[src/rtl/vec_lsu_pkg.sv]
// Shared types and helpers for the vector load/store sequencer.
//   lsu_state_e : sequencer FSM states
//   lsu_mode_e  : address generation mode
//   sew_e       : element width encoding
//   sew_bytes() : element size in bytes
//   be_mask()   : unshifted byte-enable mask for an element
package vec_lsu_pkg;

  typedef enum logic [1:0] {StIdle, StReq, StResp, StDone} lsu_state_e;

  typedef enum logic [1:0] {ModeUnit, ModeStrided, ModeIndexed} lsu_mode_e;

  typedef enum logic [1:0] {
    Sew8    = 2'b00,
    Sew16   = 2'b01,
    Sew32   = 2'b10,
    SewRsvd = 2'b11
  } sew_e;

  function automatic logic [2:0] sew_bytes(sew_e s);
    case (s)
      Sew8:    return 3'd1;
      Sew16:   return 3'd2;
      default: return 3'd4;
    endcase
  endfunction

  function automatic logic [3:0] be_mask(sew_e s);
    case (s)
      Sew8:    return 4'b0001;
      Sew16:   return 4'b0011;
      default: return 4'b1111;
    endcase
  endfunction

endpackage

[src/rtl/vec_lsu_lane_align.sv]
// Combinational byte-lane alignment for a 32-bit memory word.
//   sew_i     : element width
//   st_off_i  : byte offset of the current store/request address
//   st_data_i : store element (low SEW bits)
//   ld_off_i  : byte offset of the outstanding load
//   rdata_i   : word-aligned load data
//   wdata_o   : store data shifted into its byte lanes
//   be_o      : byte enables for the request
//   ld_elem_o : extracted, zero-extended load element
module vec_lsu_lane_align
  import vec_lsu_pkg::*;
#(
  parameter int unsigned XLEN = 32
) (
  input  logic [1:0]      sew_i,
  input  logic [1:0]      st_off_i,
  input  logic [XLEN-1:0] st_data_i,
  input  logic [1:0]      ld_off_i,
  input  logic [XLEN-1:0] rdata_i,
  output logic [XLEN-1:0] wdata_o,
  output logic [3:0]      be_o,
  output logic [XLEN-1:0] ld_elem_o
);

  sew_e            sew;
  logic [XLEN-1:0] ld_shifted;

  assign sew        = sew_e'(sew_i);
  assign wdata_o    = st_data_i << {st_off_i, 3'b000};
  assign be_o       = be_mask(sew) << st_off_i;
  assign ld_shifted = rdata_i >> {ld_off_i, 3'b000};

  always_comb begin
    ld_elem_o = '0;
    case (sew)
      Sew8:    ld_elem_o[7:0]  = ld_shifted[7:0];
      Sew16:   ld_elem_o[15:0] = ld_shifted[15:0];
      default: ld_elem_o       = ld_shifted;
    endcase
  end

endmodule

[src/rtl/vec_lsu_sequencer.sv]
// Executes one vector load/store element by element over a single scalar memory port.
//   clk, reset (sync, active-low)
//   start/ld_inst/st_inst/stride_sel/index_str/base_addr/stride/vl/sew : operation to latch
//   elem_idx -> VRF, idx_data/st_data <- VRF (combinational reads)
//   mem_req_* / mem_rsp_* : scalar memory port, one outstanding request
//   vrf_wr_en/vrf_wr_data : load writeback
//   busy/done/err         : status
module vec_lsu_sequencer
  import vec_lsu_pkg::*;
#(
  parameter int unsigned XLEN = 32,
  parameter int unsigned VL_W = 9
) (
  input  logic            clk,
  input  logic            reset,
  input  logic            start,
  input  logic            ld_inst,
  input  logic            st_inst,
  input  logic            stride_sel,
  input  logic            index_str,
  input  logic [XLEN-1:0] base_addr,
  input  logic [XLEN-1:0] stride,
  input  logic [VL_W-1:0] vl,
  input  logic [1:0]      sew,
  output logic [VL_W-1:0] elem_idx,
  input  logic [XLEN-1:0] idx_data,
  input  logic [XLEN-1:0] st_data,
  output logic            mem_req_valid,
  input  logic            mem_req_ready,
  output logic [XLEN-1:0] mem_addr,
  output logic            mem_we,
  output logic [XLEN-1:0] mem_wdata,
  output logic [3:0]      mem_be,
  input  logic            mem_rsp_valid,
  input  logic [XLEN-1:0] mem_rdata,
  output logic            vrf_wr_en,
  output logic [XLEN-1:0] vrf_wr_data,
  output logic            busy,
  output logic            done,
  output logic            err
);

  lsu_state_e      state_q;
  lsu_mode_e       mode_q;
  sew_e            sew_q;
  logic            we_q;
  logic            err_q;
  logic [XLEN-1:0] base_q;
  logic [XLEN-1:0] stride_q;
  logic [XLEN-1:0] offset_q;
  logic [VL_W-1:0] vl_q;
  logic [VL_W-1:0] elem_idx_q;
  logic [1:0]      ld_off_q;

  logic            cfg_legal;
  logic [XLEN-1:0] addr;
  logic [XLEN-1:0] step;
  logic            aligned;
  logic            last;
  logic            req_valid;
  logic [XLEN-1:0] al_wdata;
  logic [3:0]      al_be;
  logic [XLEN-1:0] al_ld_elem;

  assign cfg_legal = (ld_inst ^ st_inst) && (sew != 2'b11);
  assign addr      = base_q + ((mode_q == ModeIndexed) ? idx_data : offset_q);
  // Offset accumulates by addition only, so no multiplier for i*stride.
  assign step      = (mode_q == ModeUnit) ? XLEN'(sew_bytes(sew_q)) : stride_q;
  assign last      = (elem_idx_q == vl_q - VL_W'(1));
  assign req_valid = (state_q == StReq) && aligned;

  always_comb begin
    case (sew_q)
      Sew8:    aligned = 1'b1;
      Sew16:   aligned = ~addr[0];
      default: aligned = (addr[1:0] == 2'b00);
    endcase
  end

  vec_lsu_lane_align #(
    .XLEN(XLEN)
  ) u_lane_align (
    .sew_i     (sew_q),
    .st_off_i  (addr[1:0]),
    .st_data_i (st_data),
    .ld_off_i  (ld_off_q),
    .rdata_i   (mem_rdata),
    .wdata_o   (al_wdata),
    .be_o      (al_be),
    .ld_elem_o (al_ld_elem)
  );

  always_ff @(posedge clk) begin
    if (!reset) begin
      state_q    <= StIdle;
      mode_q     <= ModeUnit;
      sew_q      <= Sew8;
      we_q       <= 1'b0;
      err_q      <= 1'b0;
      base_q     <= '0;
      stride_q   <= '0;
      offset_q   <= '0;
      vl_q       <= '0;
      elem_idx_q <= '0;
      ld_off_q   <= '0;
    end else begin
      case (state_q)
        StIdle: begin
          if (start && cfg_legal) begin
            we_q       <= st_inst;
            mode_q     <= index_str ? ModeIndexed : (stride_sel ? ModeUnit : ModeStrided);
            sew_q      <= sew_e'(sew);
            base_q     <= base_addr;
            stride_q   <= stride;
            vl_q       <= vl;
            elem_idx_q <= '0;
            offset_q   <= '0;
            err_q      <= 1'b0;
            state_q    <= (vl == '0) ? StDone : StReq;
          end
        end
        StReq: begin
          if (!aligned) begin
            err_q   <= 1'b1;
            state_q <= StDone;
          end else if (mem_req_ready) begin
            ld_off_q <= addr[1:0];
            if (!we_q) begin
              state_q <= StResp;
            end else if (last) begin
              state_q <= StDone;
            end else begin
              elem_idx_q <= elem_idx_q + VL_W'(1);
              offset_q   <= offset_q + step;
            end
          end
        end
        StResp: begin
          if (mem_rsp_valid) begin
            if (last) begin
              state_q <= StDone;
            end else begin
              elem_idx_q <= elem_idx_q + VL_W'(1);
              offset_q   <= offset_q + step;
              state_q    <= StReq;
            end
          end
        end
        default: state_q <= StIdle;
      endcase
    end
  end

  // Request fields are gated so the port is quiet outside an issued request.
  assign mem_req_valid = req_valid;
  assign mem_addr      = req_valid ? addr : '0;
  assign mem_we        = req_valid & we_q;
  assign mem_wdata     = (req_valid && we_q) ? al_wdata : '0;
  assign mem_be        = req_valid ? al_be : 4'b0000;
  assign vrf_wr_en     = (state_q == StResp) && mem_rsp_valid;
  assign vrf_wr_data   = vrf_wr_en ? al_ld_elem : '0;
  assign elem_idx      = elem_idx_q;
  assign busy          = (state_q != StIdle);
  assign done          = (state_q == StDone);
  assign err           = err_q;

endmodule

[config.mk]
export PLATFORM = sky130hd
export DESIGN_NAME = vec_lsu_sequencer
export DESIGN_NICKNAME = d
export VERILOG_FILES = /design/src/rtl/vec_lsu_pkg.sv /design/src/rtl/vec_lsu_lane_align.sv /design/src/rtl/vec_lsu_sequencer.sv
export SDC_FILE = /design/constraint.sdc
export NUM_CORES = 1
export LEC_CHECK = 0
export ABC_AREA = 1
export CORE_MARGIN = 2
export CORE_UTILIZATION = 50
export DETAILED_ROUTE_END_ITERATION = 10
export PLACE_DENSITY_LB_ADDON = 0.2
export SLEW_MARGIN = 0
export SYNTH_ARGS = -nofsm -noshare
export SYNTH_HDL_FRONTEND = slang
export SYNTH_SLANG_ARGS = --single-unit
[constraint.sdc]
create_clock -name clk -period 4.1 [get_ports clk]
set_input_delay 0.41 -clock clk [delete_from_list [all_inputs] [get_ports clk]]
set_output_delay 0.41 -clock clk [all_outputs]
set_load 0.05 [all_outputs]
---- After elaboration in Yosys (flattened, before gate mapping) ----
Cells that the tools add are included.
word-level totals
  bits in registers ....................... 124
  input port bits ......................... 180
  output and inout bits ................... 115
cells by class
  add/sub/neg operators ................... 4
  equal/unequal tests ..................... 15
  shift operators ......................... 3
  mux-type cells .......................... 39
  bitwise gates (word level) .............. 3
  reduce and logical (&&, ||, !) cells .... 19
operator list
  cell                   count
  $mux W32               11
  $pmux W32 S3           1
  $add A32 B32 Y32       2
  $mux W9                6
  $shl A32 B5 Y32        1
  $shr A32 B5 Y32        1
  $pmux W9 S3            1
  $mux W2                9
  $mux W16               1
  $ne A2 B2 Y1 const B   7
  $add A9 B1 Y9 const B  1
  $eq A9 B9 Y1           1
  $logic_not A9 Y1       1
  $sub A9 B1 Y9 const B  1
  $logic_not A2 Y1       4
  $mux W8                1
  $pmux W4 S2            1
  $eq A2 B2 Y1 const B   3
  $pmux W2 S3            1
  $pmux W3 S2            1
  $reduce_and A3 Y1      2
  $reduce_and A6 Y1      1
  $logic_and A1 B1 Y1    5
  $eq A2 B1 Y1 const B   2
  14 further kinds       18

---- Depth between registers and ports, before layout ----
Gate-level depths: netlist (run 1).
  depth after elaboration ................. 9
  mapped depth ............................ 19
  depth with buffers taken out ............ 19

---- Cells and area by module ----
From an unflattened synthesis (run 1), not the netlist that was laid out.
second synthesis, totals
  cell total of the unflattened synthesis .. 2,145
  area total of the unflattened synthesis .. 12,131.6 µm²
by module, submodules not included
  module              instances  cells each  area an instance (µm²)
  vec_lsu_sequencer   1          1,784       10,552.6
  vec_lsu_lane_align  1          361         1,579.0

---- Worst setup path after synthesis (run 1) ----
OpenSTA, ideal clock, no wires.
  kind .................................... register to output
  start ................................... register mode_q[0]
  end ..................................... output port mem_wdata[21]
  data arrival time ....................... 4,315 ps
  data required time ...................... 3,690 ps
  slack ................................... -625 ps
  cell stages (with the launch flop) ...... 17
  path buffers ............................ 2
  path through ............................ dfxtp_1 -> inv_1 -> nand2_1 -> buf_1 -> mux2_2 -> ha_1 -> inv_1 -> fa_1 -> inv_2 -> nor2_1 -> nor2_2 -> nor2_4 -> inv_1 -> nor2_4 -> inv_1 -> clkbuf_1 -> a221oi_1
on the way
  cells in the longest elaborated chain, start to end .. 8
  elaborated cells between the ends (all ways) .. 10
  those cells by class .................... add/sub: 1; eq/ne: 1; shift: 1; mux: 3; bitwise: 1; reduce/logical: 3
ends and longest elaborated chain
  item                                                     line                      text
  from (decl)                                              vec_lsu_sequencer.sv:44   lsu_mode_e mode_q;
  from (signal assigned)                                   vec_lsu_sequencer.sv:96   mode_q <= ModeUnit;
  from (signal assigned)                                   vec_lsu_sequencer.sv:111  mode_q <= index_str ? ModeIndexed : (stride_sel ? ModeUnit : ModeStrided);
  $eq A2 B2 Y1 (*)                                         vec_lsu_sequencer.sv:66   assign addr = base_q + ((mode_q == ModeIndexed) ? idx_data : offset_q);
  $mux W32 (*)                                             vec_lsu_sequencer.sv:66
  $add A32 B32 Y32 (*)                                     vec_lsu_sequencer.sv:66
  branches (longest 4 deep; another with $shl A32 B5 Y32)  --
  $mux W32 (*)                                             vec_lsu_sequencer.sv:158  assign mem_wdata = (req_valid && we_q) ? al_wdata : '0;
  to (decl)                                                vec_lsu_sequencer.sv:32   output logic [XLEN-1:0] mem_wdata,
Every way passes the cells marked *.

---- Worst setup path in the final report (run 1) ----
  start ................................... register mode_q[0]
  end ..................................... output port mem_wdata[29]
Same word-level chain as after synthesis.

==> impl_metrics.tcl, run 1 <==
set metrics [dict create \
    die_h_um 152.9 \
    synthesis.area_um2 11090 \
    async_reset_ff_frac 0 \
    htree_levels 4 \
    final_common_cell "nand2_1" \
    synth.distinct_cells 39 \
    io-pin-count 295 \
    clock-root-buffer "clkbuf_16" \
    pre_cts_ws_ps 241.0 \
    mostFrequentLayoutCells "nand2_1, nor2_1, inv_1" \
    synth_edf_count 0 \
    period_needed_ps 3962 \
    reg2reg_depth 16 \
    critPathLaunchType "flip-flop" \
    stdcell_count 2441 \
    drv_cap 0 \
    antenna_found_initial 6 \
    period_share 0.9663 \
    drv_slew 0 \
    path_class "reg -> out" \
    worstSkewPairLatency_ps 430 \
    ys_seq_area_frac 0.2238 \
    syn-num-nets 2131 \
    status "complete, no violations" \
    r2r-end "offset_q[19]" \
    cts_tree "done" \
    num_vias 13590 \
    power_density_nw_per_um2 350.2 \
    crit_required_ps 3690 \
    drt_iter0_drc 995 \
    core_area_um2 21820 \
    dpl.cell_count 2403 \
    vdd_ir_drop_max_v 0.0003988 \
    synth_cells 1880 \
    critical_path_arrival_ps 3550 \
    nets 2394 \
    fin_skew_ps 11.61 \
    syn_area_per_cell_um2 5.899 \
    endpoint "mem_wdata[29]" \
    remaining_drc_errors 0 \
    fmax_ghz 0.2524 \
    start_util 0.5082 \
    p_leak_nw 7.156 \
    maxSlewHeadroom 0.3828 \
    numCtsBuffers 17 \
    fp-row-count 54 \
    wire_per_inst_um 17.92 \
    worst-path-max-fanout 9 \
    drt-vias-per-instance 5.568 \
    die_w_um 152.9 \
    grt_pass1_wl_um 67900 \
    hold_path.class "in -> reg" \
    whs_ps 448.1 \
    clockBufferDepth 2 \
    synth_warnings 0 \
    grt_max_degree 78 \
    final_util 0.7258 \
    hold_violations 0 \
    area_growth_pct 42.81 \
    drive_above_1_share 0.09137 \
    dp_hpwl_um 34370 \
    holdBufCountCts 0 \
    drt-pass1-iter-count 5 \
    fin_ws_ps 138.2 \
    crit_start "mode_q[0]" \
    rrSetupSlack_ps 560 \
    io_buffer_count 294 \
    reg2reg_from "mode_q[0]" \
    die_area_um2 23390 \
    rsz0062_at_grt "true" \
    grt_pass1_vias 12780 \
    clock-sinks 124 \
    wl_um 43750 \
    grt_usage 0.3593 \
    overflow 0 \
    setup_viol 0 \
    clk_pin_slew_ps 70 \
    ys_ff_latch 124 \
    end_kind "output pin" \
    gp_congestion 0.9694 \
    tightest_slew_ps 924.5 \
    dominantRegCellSynth "dfxtp_1" \
    ant_nets 0 \
]
synthesized netlist by cell type, drive strengths merged (18+ instances only):
cell	n	area share
nor2	280	0.098
a21oi	183	0.083
nand3	110	0.050
nand2	484	0.17
xor2	30	0.024
nor3	29	0.014
ha	69	0.078
o21ai	136	0.061
mux2	30	0.030
clkbuf	57	0.019
dfxtp	124	0.22
buf	18	0.0091
inv	234	0.079
worst max-delay path, stage by stage, from the launching register on:
cell	delay, ps
dfxtp_1	380
inv_1	90
nand2_4	130
mux2_2	370
ha_1	200
inv_1	80
fa_1	480
inv_2	90
nor2_1	50
nor2_2	240
nor2_4	50
inv_1	110
nor2_4	50
inv_1	270
buf_6	260
a221oi_2	70
buf_12	180
area by class of cell:
class	instances	area, µm²
diodes	5	12.51
flip-flops and latches	124	2484
multi-input cells	1445	7596
repair buffers	319	3885
fillers	1831	5984
clock buffers	17	425.4
inverters	236	887.1
clock inverters	15	198.9
well taps	280	350.3
sequential cells by signal, summed over array words and instances (netlist names):
name / flops
base_q: 32
elem_idx: 9
err: 1
ld_off_q: 2
mode_q: 2
offset_q: 32
sew_q: 2
state_q: 2
stride_q: 32
vl_q: 9
we_q: 1
worst min-delay path by stage:
stage | slack (ps) | start | cells after the start | to
after floorplan | 420 | stride_q[1] | 2 | stride_q[1]
after CTS | 440 | reset | 3 | stride_q[9]
after global routing | 460 | stride_q[23] | 2 | stride_q[23]
final | 450 | reset | 3 | stride_q[9]
after detailed placement | 440 | stride_q[0] | 2 | stride_q[0]
after global placement | 440 | stride_q[0] | 2 | stride_q[0]
through the flow:
step	cell area (µm²)	total power, mW	setup TNS (ps)
6_report	15840	5.547	0
2_1_floorplan	11230	2.978	-2071
3_3_place_gp	15130	3.851	0
3_5_place_dp	15130	3.888	0
5_1_grt	15840	5.797	-73.19
4_1_cts	15760	5.507	0
metal layers:
layer	vias up	part of all wire	GRT usage
met2	604	0.50	0.6468
met4	0	0.047	0.1772
met1	6226	0.39	0.4139
met5	-	0	0
met3	116	0.066	0.05529
li1	6645	-	-
logic make-up after synthesis:
kind of cell | after synthesis | synth area share
AND/OR/NAND/NOR | 928 | 0.3418
flip-flops | 124 | 0.2238
multiplexers | 30 | 0.03046
XOR/XNOR | 38 | 0.03001
AO/OA/AOI/OAI | 378 | 0.1841
buffers and inverters | 311 | 0.1083
adder cells (fa/ha/maj) | 71 | 0.08145
timing repair:
action	CTS	global route
pin swaps	0	0
setup buffers	0	0
endpoints found under the setup margin	1	56
gates cloned	0	1
gates resized for setup	1	15
power by group:
part | internal [mW] | switching, mW
clock | 0.979 | 0.642
sequential | 1.33 | 0.0951
combinational | 0.853 | 1.64
(Power assumes the default switching activity.)
==> inputs of run 2 (changes only) <==
--- a/config.mk
+++ b/config.mk
@@ -6,10 +6,12 @@
 export NUM_CORES = 1
 export LEC_CHECK = 0
 export ABC_AREA = 1
+export ABC_CLOCK_PERIOD_IN_PS = 4100
 export CORE_MARGIN = 2
 export CORE_UTILIZATION = 50
 export DETAILED_ROUTE_END_ITERATION = 10
 export PLACE_DENSITY_LB_ADDON = 0.2
+export SETUP_SLACK_MARGIN = 0.02
 export SLEW_MARGIN = 0
 export SYNTH_ARGS = -nofsm -noshare
 export SYNTH_HDL_FRONTEND = slang
==> impl_metrics.tcl, run 2 (synthesized netlist as in run 1, its figures left out) <==
set metrics [dict create \
    status "complete, no violations" \
    clock-sinks 124 \
    die_area_um2 23390 \
    period_share 0.9599 \
    tightest_slew_ps 942.2 \
    end_kind "output pin" \
    final_util 0.7263 \
    critPathTopFamily "simple AND/OR/NAND/NOR gates" \
    nets 2399 \
    dpl_cell_area_um2 15160 \
    fmax_ghz 0.2541 \
    core_area_um2 21820 \
    clk_pin_slew_ps 70 \
    antenna_found_initial 4 \
    start_util 0.5082 \
    setup_viol 0 \
    tns_ps 0 \
    die_h_um 152.9 \
    postLayoutCellArea_um2 15850 \
    fillers 1877 \
    fp-row-count 54 \
    ant_nets 0 \
    worstSkewPairLatency_ps 430 \
    finalPower_mw 5.538 \
    worst-path-max-fanout 26 \
    final_common_cell "nand2_1" \
    io_buffer_count 294 \
    busiest_layer "met2" \
    maxSlewHeadroom 0.3712 \
    numCtsBuffers 17 \
    hold_violations 0 \
    drt-vias-per-instance 5.531 \
    reg.largest.list "base_q: 32 flops, offset_q: 32 flops, stride_q: 32 flops" \
    vdd_ir_drop_max_v 0.0003632 \
    critical_path_arrival_ps 3530 \
    cp_cell_sequence "inv_1 -> nand2_1 -> buf_8 -> mux2_2 -> ha_1 -> nand2_1 -> nor2_1 -> inv_1 -> nor2_1 -> nand3_1 -> nand3_1 -> nand2_1 -> nand3_1 -> nand2_1 -> nor2_1 -> buf_12" \
    area_growth_pct 42.92 \
    num_vias 13520 \
    holdBufCountCts 0 \
    grt_util_met1 0.4157 \
    crit_slowest_cell "ha_1" \
    grt_pass1_vias 12770 \
    die_w_um 152.9 \
    multiInputGateArea_um2 7596 \
    drv_cap 0 \
    grt_max_degree 78 \
    use_met2 0.6368 \
    p_leak_nw 7.152 \
    io-pin-count 295 \
    worst_path_most_repeated_cell "nand2_1" \
    period_needed_ps 3936 \
    critPathLaunchType "flip-flop" \
    use_met3 0.06379 \
    final-seq-area_um2 2482 \
    grt_pass1_wl_um 67960 \
    gp_congestion 0.9646 \
    grt_usage 0.3594 \
    wl_um 43010 \
    crit_required_ps 3690 \
    path_class "reg -> out" \
    clockBufferDepth 2 \
    cp_slowest_stage_delay_ps 380 \
    drt-pass1-iter-count 7 \
    wire_per_inst_um 17.60 \
    mostFrequentLayoutCells "nand2_1, nor2_1, inv_1" \
    clock-root-buffer "clkbuf_16" \
    drt_iter0_drc 984 \
    htree_levels 4 \
    remaining_drc_errors 0 \
    dp_hpwl_um 34330 \
    drive_above_1_share 0.09579 \
    crit_buf_inv 4 \
    hold_path.class "reg -> reg" \
    drv_slew 0 \
    overflow 0 \
    cts_tree "done" \
    power_density_nw_per_um2 349.4 \
    fin_skew_ps 14.66 \
    rsz0062_at_grt "true" \
]
-- run 2: power by group --
| part | internal, mW | total, mW | switching, mW |
|---|---|---|---|
| Sequential | 1.33 | 1.43 | 0.100 |
| Combinational | 0.862 | 2.49 | 1.63 |
| Clock | 0.934 | 1.62 | 0.685 |
| Total | 3.13 | 5.54 | 2.41 |
-- run 2: routing by layer --
layer  wire (µm)  share of wire
met1       16960           0.39
met2       21050           0.49
met3        2709          0.063
met4        2268          0.053
met5          29        0.00067
-- run 2: worst paths after layout --
path | start | end | slack, ps | cells after the start
min | stride_q[30] | stride_q[30] | 460 | 2
max | mode_q[0] | mem_addr[26] | 160 | 16
min reg2reg | stride_q[30] | stride_q[30] | 460 | 2
max reg2reg | mode_q[0] | offset_q[29] | 620 | 16
-- run 2: per-stage QoR --
step	setup WS (ps)	hold WS, ps	instances
finish	164.4	456.1	2444
global route	-22.50	478.3	2443
CTS	81.58	458.2	2437
detailed placement	215.2	448.6	2405
global placement	265.0	438.2	2405
floorplan	-254.5	424.5	1880
-- run 2: timing repair --
action                     CTS  global route
setup endpoints to repair    0            25
buffers inserted             0             4
gates resized for setup      0            13
-- run 2: cell type report --
cell class	instances	area share
diodes	3	0.0004736
repair buffers	324	0.2458
clock inverters	15	0.01271
multi-input cells	1445	0.4792
inverters	236	0.05620
flip-flops and latches	124	0.1566
well taps	280	0.02210
clock buffers	17	0.02684
-- run 2: tightest hold or removal path, stage by stage (launching register included) --
cell,delay (ps)
dfxtp_1,300
inv_1,60
a21oi_1,60
==> inputs of run 3 (changes only) <==
--- a/config.mk
+++ b/config.mk
@@ -10,9 +10,10 @@
 export CORE_MARGIN = 2
 export CORE_UTILIZATION = 50
 export DETAILED_ROUTE_END_ITERATION = 10
-export PLACE_DENSITY_LB_ADDON = 0.2
+export PLACE_DENSITY = 0.89
 export SETUP_SLACK_MARGIN = 0.02
 export SLEW_MARGIN = 0
 export SYNTH_ARGS = -nofsm -noshare
 export SYNTH_HDL_FRONTEND = slang
 export SYNTH_SLANG_ARGS = --single-unit
+export TNS_END_PERCENT = 100
==> impl_metrics.tcl, run 3 (synthesized netlist as in run 1, its figures left out) <==
set metrics [dict create \
    status "complete, no violations" \
    antenna_found_initial 4 \
    overflow 0 \
    mostFrequentLayoutCells "nand2_1, nor2_1, inv_1" \
    worstHoldStart "stride_q[27]" \
    critPathLaunchType "flip-flop" \
    wl_um 43460 \
    worst-path-max-fanout 5 \
    start_util 0.5082 \
    grt_pass1_wl_um 67870 \
    clockBufferDepth 2 \
    postLayoutCellArea_um2 15860 \
    fin_skew_ps 14.00 \
    maxSlewHeadroom 0.4209 \
    die_area_um2 23390 \
    io_buffer_count 294 \
    tns_ps 0 \
    critical_path_arrival_ps 3580 \
    fillers 1837 \
    dp_hpwl_um 34110 \
    tightest_slew_ps 867.8 \
    vdd_ir_drop_max_v 0.0002697 \
    drive_above_1_share 0.09583 \
    area_growth_pct 43.04 \
    dpl.cell_count 2405 \
    dpl_cell_area_um2 15160 \
    path_class "reg -> out" \
    grt_usage 0.3579 \
    holdPathStages 2 \
    htree_levels 4 \
    die_h_um 152.9 \
    rrSetupSlack_ps 740 \
    crit_start "mode_q[0]" \
    pre_cts_ws_ps 288.3 \
    r2r-end "offset_q[30]" \
    crit_required_ps 3690 \
    gp_congestion 0.9969 \
    io-pin-count 295 \
    end_kind "output pin" \
    drv_cap 0 \
    power_density_nw_per_um2 352.5 \
    grt_pass1_vias 12960 \
    p_leak_nw 7.145 \
    reg2reg_from "mode_q[1]" \
    min_to "stride_q[27]" \
    die_w_um 152.9 \
    grt_max_degree 85 \
    holdBufCountCts 0 \
    stdcell_count 2444 \
    core_area_um2 21820 \
    drt-pass1-iter-count 5 \
    fmax_ghz 0.2503 \
    clk_pin_slew_ps 70 \
    reg2reg_depth 17 \
    rsz0062_at_grt "false" \
    setup_viol 0 \
    drv_slew 0 \
    period_needed_ps 3995 \
    nets 2398 \
    fp-row-count 54 \
    final_common_cell "nand2_1" \
    cts_tree "done" \
    period_share 0.9744 \
    clock-sinks 124 \
    ant_nets 0 \
    hold_path.class "reg -> reg" \
    reg.largest.list "base_q: 32 flops, offset_q: 32 flops, stride_q: 32 flops" \
    fin_ws_ps 105.0 \
    worstSkewPairLatency_ps 430 \
    wire_per_inst_um 17.78 \
    drt-vias-per-instance 5.544 \
    remaining_drc_errors 0 \
    numCtsBuffers 17 \
    clock-root-buffer "clkbuf_16" \
    drt_iter0_drc 1146 \
    hold_violations 0 \
    num_vias 13550 \
]
## run 3: stage by stage
| stage | hold slack, ps | power (mW) | util |
|---|---|---|---|
| global route | 468.5 | 5.839 | 0.7268 |
| floorplan | 424.5 | 2.985 | - |
| CTS | 456.3 | 5.540 | 0.7234 |
| finish | 453.5 | 5.592 | 0.7269 |
| global placement | 437.2 | 3.858 | 0.6945 |
| detailed placement | 447.0 | 3.905 | 0.6945 |
## run 3: power by group
| group | internal [mW] | switching (mW) |
|---|---|---|
| clock | 1.03 | 0.610 |
| combinational | 0.869 | 1.65 |
| sequential | 1.33 | 0.0945 |
| total | 3.24 | 2.36 |
## run 3: cell type report
class / instances / area, µm² / share of cell area
tap: 280 / 350.3 / 0.02208
clock inverter: 14 / 191.4 / 0.01207
inverter: 236 / 890.9 / 0.05616
clock buffer: 18 / 439.2 / 0.02768
antenna: 4 / 10.01 / 0.0006310
timing repair buffer: 323 / 3894 / 0.2454
multi-input combinational: 1445 / 7606 / 0.4795
sequential: 124 / 2482 / 0.1565
## run 3: worst max path at each step
stage / end / slack, ps / depth (start not counted)
3_3_place_gp: mem_wdata[30] / 320 / 15
5_1_grt: mem_addr[19] / 30 / 17
4_1_cts: mem_addr[19] / 20 / 16
2_1_floorplan: mem_wdata[16] / -250 / 15
6_report: mem_addr[17] / 110 / 16
3_5_place_dp: mem_wdata[29] / 290 / 15
## run 3: layer usage
layer  track usage  wire length [µm]
met1        0.4045             16530
met2        0.6472             21620
met3       0.07003              3098
met4        0.1671              2206
met5             0                 0
## run 3: critical path: stages, from the launching register on
cell and delay, ps:
dfxtp_1 360, inv_1 60, nand2_2 120, buf_4 180
mux2_2 390, ha_1 300, a21oi_1 180, nand2_1 140
a21oi_1 280, buf_4 190, inv_1 60, nand2_1 50
nand2_1 140, a21oi_1 190, xor2_1 250, nor2_1 110
buf_12 160
## run 3: what timing repair did
action,in CTS,in global routing
setup endpoints to repair,0,27
resized for setup,0,14
setup buffers,0,3
